File: config.mk
export PLATFORM = sky130hd
export DESIGN_NAME = motor_cmd_ctrl
export DESIGN_NICKNAME = d
export VERILOG_FILES = /design/src/rtl/motor_pkg.sv /design/src/rtl/edge_rise.sv /design/src/rtl/motor_cmd_ctrl.sv
export SDC_FILE = /design/constraint.sdc
export NUM_CORES = 1
export LEC_CHECK = 0
export CORE_AREA = 2 2 65 67
export DETAILED_ROUTE_END_ITERATION = 6
export DIE_AREA = 0 0 67 69
export HOLD_SLACK_MARGIN = 0.15
export PLACE_DENSITY = 0.73
export SKIP_CTS_REPAIR_TIMING = 1
export SLEW_MARGIN = 15
export SYNTH_ARGS = -nofsm -noshare
export SYNTH_HDL_FRONTEND = slang
export SYNTH_SLANG_ARGS = --single-unit
File: constraint.sdc
create_clock -name clk -period 2.7 [get_ports clk]
set_input_delay 0.27 -clock clk [delete_from_list [all_inputs] [get_ports clk]]
set_output_delay 0.27 -clock clk [all_outputs]
set_load 0.01 [all_outputs]
File: src/rtl/motor_pkg.sv
// motor_pkg: encodings shared between the command issuer and the motor driver.
// Latency: n/a (constants and a pure decode function).
// Backpressure: n/a.
//
// Contents: cmd word encodings, position encodings, controller state encoding
// and a decode from controller state to the cmd word it drives.
package motor_pkg;

   // 2-bit motor command word; 2'b11 is never issued.
   localparam logic [1:0] CMD_STOP = 2'b00;
   localparam logic [1:0] CMD_UP   = 2'b01;
   localparam logic [1:0] CMD_DOWN = 2'b10;

   // Last known carriage position.
   localparam logic [1:0] POS_UNK  = 2'b00;
   localparam logic [1:0] POS_TOP  = 2'b01;
   localparam logic [1:0] POS_BOT  = 2'b10;

   // Controller states.
   localparam logic [2:0] ST_IDLE  = 3'd0;
   localparam logic [2:0] ST_UP    = 3'd1;
   localparam logic [2:0] ST_DOWN  = 3'd2;
   localparam logic [2:0] ST_DEAD  = 3'd3;
   localparam logic [2:0] ST_FAULT = 3'd4;

   // Only the two travel states ever drive the motor.
   function automatic logic [1:0] cmd_of_state(input logic [2:0] st);
      case (st)
         ST_UP:   cmd_of_state = CMD_UP;
         ST_DOWN: cmd_of_state = CMD_DOWN;
         default: cmd_of_state = CMD_STOP;
      endcase
   endfunction

endpackage

File: src/rtl/edge_rise.sv
// edge_rise: rising-edge detector for a debounced button level.
// Latency: req is combinational from btn against the registered history (acts on the same edge).
// Backpressure: none; a pulse is one cycle wide and is not held.
//
// Ports: clk, reset (sync, active-high), btn (level in), req (one-cycle request out).
// History resets to 1 so a button held through reset must be released and
// pressed again before it produces a request.
module edge_rise (
   input  logic clk,
   input  logic reset,
   input  logic btn,
   output logic req
);

   logic prev;

   always_ff @(posedge clk) begin
      if (reset) begin
         prev <= 1'b1;
      end else begin
         prev <= btn;
      end
   end

   assign req = btn & ~prev;

endmodule

File: src/rtl/motor_cmd_ctrl.sv
// motor_cmd_ctrl: turns up/down/stop buttons and limit feedback into the motor cmd word.
// Latency: a request or limit sampled at edge k changes the registered outputs at edge k.
// Backpressure: none; requests arriving in states that cannot act on them are dropped.
//
// Ports:
//   clk, reset            clock, synchronous active-high reset
//   btn_up/down/stop      debounced button levels; only rising edges act
//   tope_a / tope_b       upper / lower limit switch feedback
//   cmd                   00 stop, 01 up, 10 down
//   busy                  high while travelling or in reversal dead time
//   pos                   00 unknown, 01 top, 10 bottom
//   fault                 latched timeout / sensor fault, cleared by stop
module motor_cmd_ctrl
   import motor_pkg::*;
#(
   parameter int TIMEOUT_CYC = 250_000_000,
   parameter int DEAD_CYC    = 5_000_000,
   parameter int CNT_W       = 28
) (
   input  logic       clk,
   input  logic       reset,
   input  logic       btn_up,
   input  logic       btn_down,
   input  logic       btn_stop,
   input  logic       tope_a,
   input  logic       tope_b,
   output logic [1:0] cmd,
   output logic       busy,
   output logic [1:0] pos,
   output logic       fault
);

   localparam logic [CNT_W-1:0] TO_LAST   = CNT_W'(TIMEOUT_CYC - 1);
   localparam logic [CNT_W-1:0] DEAD_LAST = CNT_W'(DEAD_CYC - 1);

   logic             rq_up, rq_down, rq_stop;
   logic             stop_any, go_up, go_down;

   logic [2:0]       st, st_n;
   logic             tgt_down, tgt_down_n;   // direction to resume after dead time
   logic [CNT_W-1:0] cnt, cnt_n;
   logic [1:0]       pos_n;

   edge_rise u_edge_up   (.clk(clk), .reset(reset), .btn(btn_up),   .req(rq_up));
   edge_rise u_edge_down (.clk(clk), .reset(reset), .btn(btn_down), .req(rq_down));
   edge_rise u_edge_stop (.clk(clk), .reset(reset), .btn(btn_stop), .req(rq_stop));

   // Simultaneous up and down is ambiguous, so it is handled as a stop.
   assign stop_any = rq_stop | (rq_up & rq_down);
   assign go_up    = rq_up   & ~stop_any;
   assign go_down  = rq_down & ~stop_any;

   always_comb begin
      st_n       = st;
      tgt_down_n = tgt_down;
      cnt_n      = cnt + 1'b1;
      pos_n      = pos;

      if (st != ST_FAULT && tope_a && tope_b) begin
         // Both limits at once cannot be real: treat as a sensor fault.
         st_n  = ST_FAULT;
         pos_n = POS_UNK;
      end else begin
         case (st)
            ST_IDLE: begin
               if (go_up) begin
                  if (tope_a) begin
                     pos_n = POS_TOP;
                  end else begin
                     st_n  = ST_UP;
                     cnt_n = '0;
                     pos_n = POS_UNK;
                  end
               end else if (go_down) begin
                  if (tope_b) begin
                     pos_n = POS_BOT;
                  end else begin
                     st_n  = ST_DOWN;
                     cnt_n = '0;
                     pos_n = POS_UNK;
                  end
               end
            end

            ST_UP: begin
               // Limit is checked before timeout so a limit on the last cycle is a clean stop.
               if (tope_a) begin
                  st_n  = ST_IDLE;
                  pos_n = POS_TOP;
               end else if (stop_any) begin
                  st_n = ST_IDLE;
               end else if (go_down) begin
                  st_n       = ST_DEAD;
                  tgt_down_n = 1'b1;
                  cnt_n      = '0;
               end else if (cnt == TO_LAST) begin
                  st_n = ST_FAULT;
               end
            end

            ST_DOWN: begin
               if (tope_b) begin
                  st_n  = ST_IDLE;
                  pos_n = POS_BOT;
               end else if (stop_any) begin
                  st_n = ST_IDLE;
               end else if (go_up) begin
                  st_n       = ST_DEAD;
                  tgt_down_n = 1'b0;
                  cnt_n      = '0;
               end else if (cnt == TO_LAST) begin
                  st_n = ST_FAULT;
               end
            end

            ST_DEAD: begin
               if (stop_any) begin
                  st_n = ST_IDLE;
               end else begin
                  // Retargeting keeps the running count so dead time is never extended.
                  if (go_up)   tgt_down_n = 1'b0;
                  if (go_down) tgt_down_n = 1'b1;
                  if (cnt == DEAD_LAST) begin
                     if (tgt_down_n) begin
                        if (tope_b) begin
                           st_n  = ST_IDLE;
                           pos_n = POS_BOT;
                        end else begin
                           st_n  = ST_DOWN;
                           cnt_n = '0;
                           pos_n = POS_UNK;
                        end
                     end else begin
                        if (tope_a) begin
                           st_n  = ST_IDLE;
                           pos_n = POS_TOP;
                        end else begin
                           st_n  = ST_UP;
                           cnt_n = '0;
                           pos_n = POS_UNK;
                        end
                     end
                  end
               end
            end

            ST_FAULT: begin
               if (stop_any) begin
                  st_n  = ST_IDLE;
                  pos_n = POS_UNK;
               end
            end

            default: begin
               st_n  = ST_IDLE;
               pos_n = POS_UNK;
            end
         endcase
      end

      // Counter only runs in the timed states.
      if (st_n != ST_UP && st_n != ST_DOWN && st_n != ST_DEAD) begin
         cnt_n = '0;
      end
   end

   always_ff @(posedge clk) begin
      if (reset) begin
         st       <= ST_IDLE;
         tgt_down <= 1'b0;
         cnt      <= '0;
         pos      <= POS_UNK;
         cmd      <= CMD_STOP;
         busy     <= 1'b0;
         fault    <= 1'b0;
      end else begin
         st       <= st_n;
         tgt_down <= tgt_down_n;
         cnt      <= cnt_n;
         pos      <= pos_n;
         // Outputs are registered from the next state so they change on the acting edge.
         cmd      <= cmd_of_state(st_n);
         busy     <= (st_n == ST_UP) || (st_n == ST_DOWN) || (st_n == ST_DEAD);
         fault    <= (st_n == ST_FAULT);
      end
   end

endmodule
==> flow_summary.ini <==
[run_status]
status = complete, no violations

[pwr]
seqPwrFrac_pct = 53.3
ir_worst_vdd_mv = 0.297
intPower_w = 0.000875
clockPowerShare_pct = 35.9
p_leak_nw = 0.799
p_comb_share_pct = 10.8
swShare_pct = 25.0
cellPowerDensity_mw_per_mm2 = 458
switching_power_w = 0.000291

[global_routing]
grt.overflow.total = 0
grt_pass1_vias = 1760
grt_use_total_pct = 22.4
grt_max_degree = 30
grt_pass1_wl_mm = 8.29
antenna_found_initial = 0

[die]
coreArea_mm2 = 0.00391
dieArea_mm2 = 0.00462
io_pins = 13
core.rowCount = 23
die_h_um = 69
die_w_um = 67
start_util_pct = 57.3

[route]
routed_wl_mm = 4.68
antenna_left = 0
dr.pass1.iters = 5
vias = 1940
routed_via_density = 5.91
drt_iter0_markers = 156
wl_per_cell_um = 14.3
drc = 0

[logic_synthesis]
syn_nets = 269
ys_types = 51
ys_warn_count = 0
syn_area_mm2 = 0.00224
avgSynthCellArea_um2 = 8.59
seq_area_frac_synth_pct = 36.6
synth_flop_cell = dfxtp_1
async_flop_share_pct = 0
netlist_instances = 261
synth_seq_cells = 41
synth_edf_count = 0

[worst_setup_path]
cp.arrival_ns = 2.62
timing.critical_path.from_type = flop
crit_type = reg2reg
cp-end-kind = flop
path_max_fanout = 29
critical_path_required_ns = 2.91

[placed_design]
dp_cells = 320
dpl-instance-area_mm2 = 0.00245
place.gp.congestion = 0.922
io_buffer_count = 12
dpl.hpwl_mm = 3.40

[sta]
slew_violations = 0
worstMarginPinSlew_ns = 0.634
hold_viol = 0
rsz0062_at_grt = no
skew_ns = 0.0101
max_freq_mhz = 416
hold_slack_ns = 0.512
finalSetupViolCount = 0
finalCritPeriodShare_pct = 89.1
fin_crit_ns = 2.40
slew_headroom_pct = 57.4
finalSetupTns_ns = 0

[clocking]
htreeDepth = 2
clock_path_buffers = 2
cts_tree = done
clock_latency_ns = 0.29
numCtsBuffers = 5
path_clk_slew_ns = 0.09
cts_root_buf = clkbuf_8
clock_sinks = 41

[finish]
fin_area_mm2 = 0.00255
num-nets-final = 285
antenna-diode-count = 0
drive_gt1_share_pct = 13.3
fin_util_pct = 65.2
syn_to_final_growth_pct = 13.7
fin_cells = 328

[flow_run]
cap_violations = 0

[min_path]
hold_path.class = reg2reg
==> sequential cells by signal, summed over array words and instances, names as in the netlist <==
| name | flops |
|---|---|
| busy | 1 |
| cmd | 2 |
| cnt | 28 |
| fault | 1 |
| pos | 2 |
| st | 3 |
| tgt_down | 1 |
| u_edge_down.prev | 1 |
| u_edge_stop.prev | 1 |
| u_edge_up.prev | 1 |
==> layout by cell type, fill, tap and decap left out, types with 4 or more instances in the layout <==
cell type        count
inv_1                6
clkbuf_8             6
dfxtp_1             41
o21ai_0              7
buf_4                9
nor2_1              18
nand4_1              7
xnor2_1             10
a21oi_1              7
clkdlybuf4s50_1     12
nor4b_1              4
nand2b_1             5
nor3_2               9
xor2_1              16
nand3_1             15
and3_1               4
o31a_1               4
nand2_1             17
nor3_1              28
and4_1               4
==> through the flow <==
| stage | total power, W | setup slack (ns) |
|---|---|---|
| global route | 0.00121 | 0.142 |
| finish | 0.00117 | 0.295 |
| floorplan | 0.000717 | 0.660 |
| detailed placement | 0.000760 | 0.161 |
| CTS | 0.00118 | 0.283 |
| global placement | 0.000762 | 0.213 |
==> path summary, 6_finish.rpt <==
path	slack [ns]	endpoint	cells after the start	startpoint
hold reg to reg	0.51	pos[1]	2	pos[1]
hold / removal	0.51	pos[1]	2	pos[1]
setup reg to reg	0.30	cnt[19]	8	cnt[0]
setup / recovery	0.30	cnt[19]	8	cnt[0]
==> area by class of cell <==
type,instances,area (um^2)
clock buffers,6,82.6
clock inverters,2,13.8
fillers,350,1360
inverters,7,26.3
multi-input cells,199,1320
flip-flops and latches,41,821
well taps,50,62.6
repair buffers,23,228
==> power groups by stage <==
stage,Clock (W),Sequential (W),Combinational [W]
after floorplan,0,0.000632,0.0000845
after global placement,0,0.000635,0.000126
after detailed placement,0,0.000635,0.000125
after CTS,0.000432,0.000621,0.000126
after global routing,0.000454,0.000623,0.000138
final,0.000419,0.000621,0.000126
==> synthesized netlist by cell type (all sizes together), types with 2 or more instances <==
| cell | count | area, um^2 |
|---|---|---|
| xor2 | 16 | 140 |
| o211ai | 3 | 22.5 |
| nor4b | 4 | 35.0 |
| nor4bb | 2 | 20.0 |
| or2 | 3 | 18.8 |
| buf | 9 | 68.8 |
| o31ai | 2 | 25.0 |
| o41ai | 2 | 17.5 |
| dfxtp | 41 | 821 |
| and4 | 4 | 35.0 |
| nand2b | 5 | 31.3 |
| nor3b | 2 | 20.0 |
| xnor2 | 10 | 87.6 |
| inv | 7 | 26.3 |
| nand4bb | 2 | 22.5 |
| and3 | 4 | 25.0 |
| o31a | 4 | 35.0 |
| a31oi | 3 | 18.8 |
| mux2i | 3 | 30.0 |
| nand3 | 15 | 75.1 |
| nor2 | 19 | 73.8 |
| a21oi | 7 | 35.0 |
| nor3 | 37 | 230 |
| nor4 | 3 | 18.8 |
| or4 | 2 | 18.8 |
| nor2b | 3 | 18.8 |
| nand2 | 17 | 63.8 |
| nand4 | 7 | 43.8 |
| clkbuf | 5 | 18.8 |
| o21ai | 8 | 40.0 |
==> logic make-up after synthesis <==
family                   count (synthesis)  synth area share, %
AND/OR/NAND/NOR                        131                 34.1
flip-flops                              41                 36.6
adder cells (fa/ha/maj)                  1                0.558
buffers and inverters                   21                 5.08
AO/OA/AOI/OAI                           38                 12.2
XOR/XNOR                                26                 10.2
multiplexers                             3                 1.34
==> metal layers <==
layer	vias to the layer above	track usage, %	wire length [um]
met5	-	0	0
met2	60	30.9	1980
met3	5	4.89	312
met1	891	35.0	2340
li1	984	-	-
met4	0	5.44	45
==> critical path, stage by stage (launching register included) <==
cell	delay, ns
dfxtp_1	0.36
ha_1	0.25
and2_1	0.19
nand4_1	0.25
nor2_1	0.12
o32ai_1	0.58
o31ai_4	0.15
buf_12	0.19
nor3_1	0.21
No activity file was read; power rests on OpenSTA's default activity.
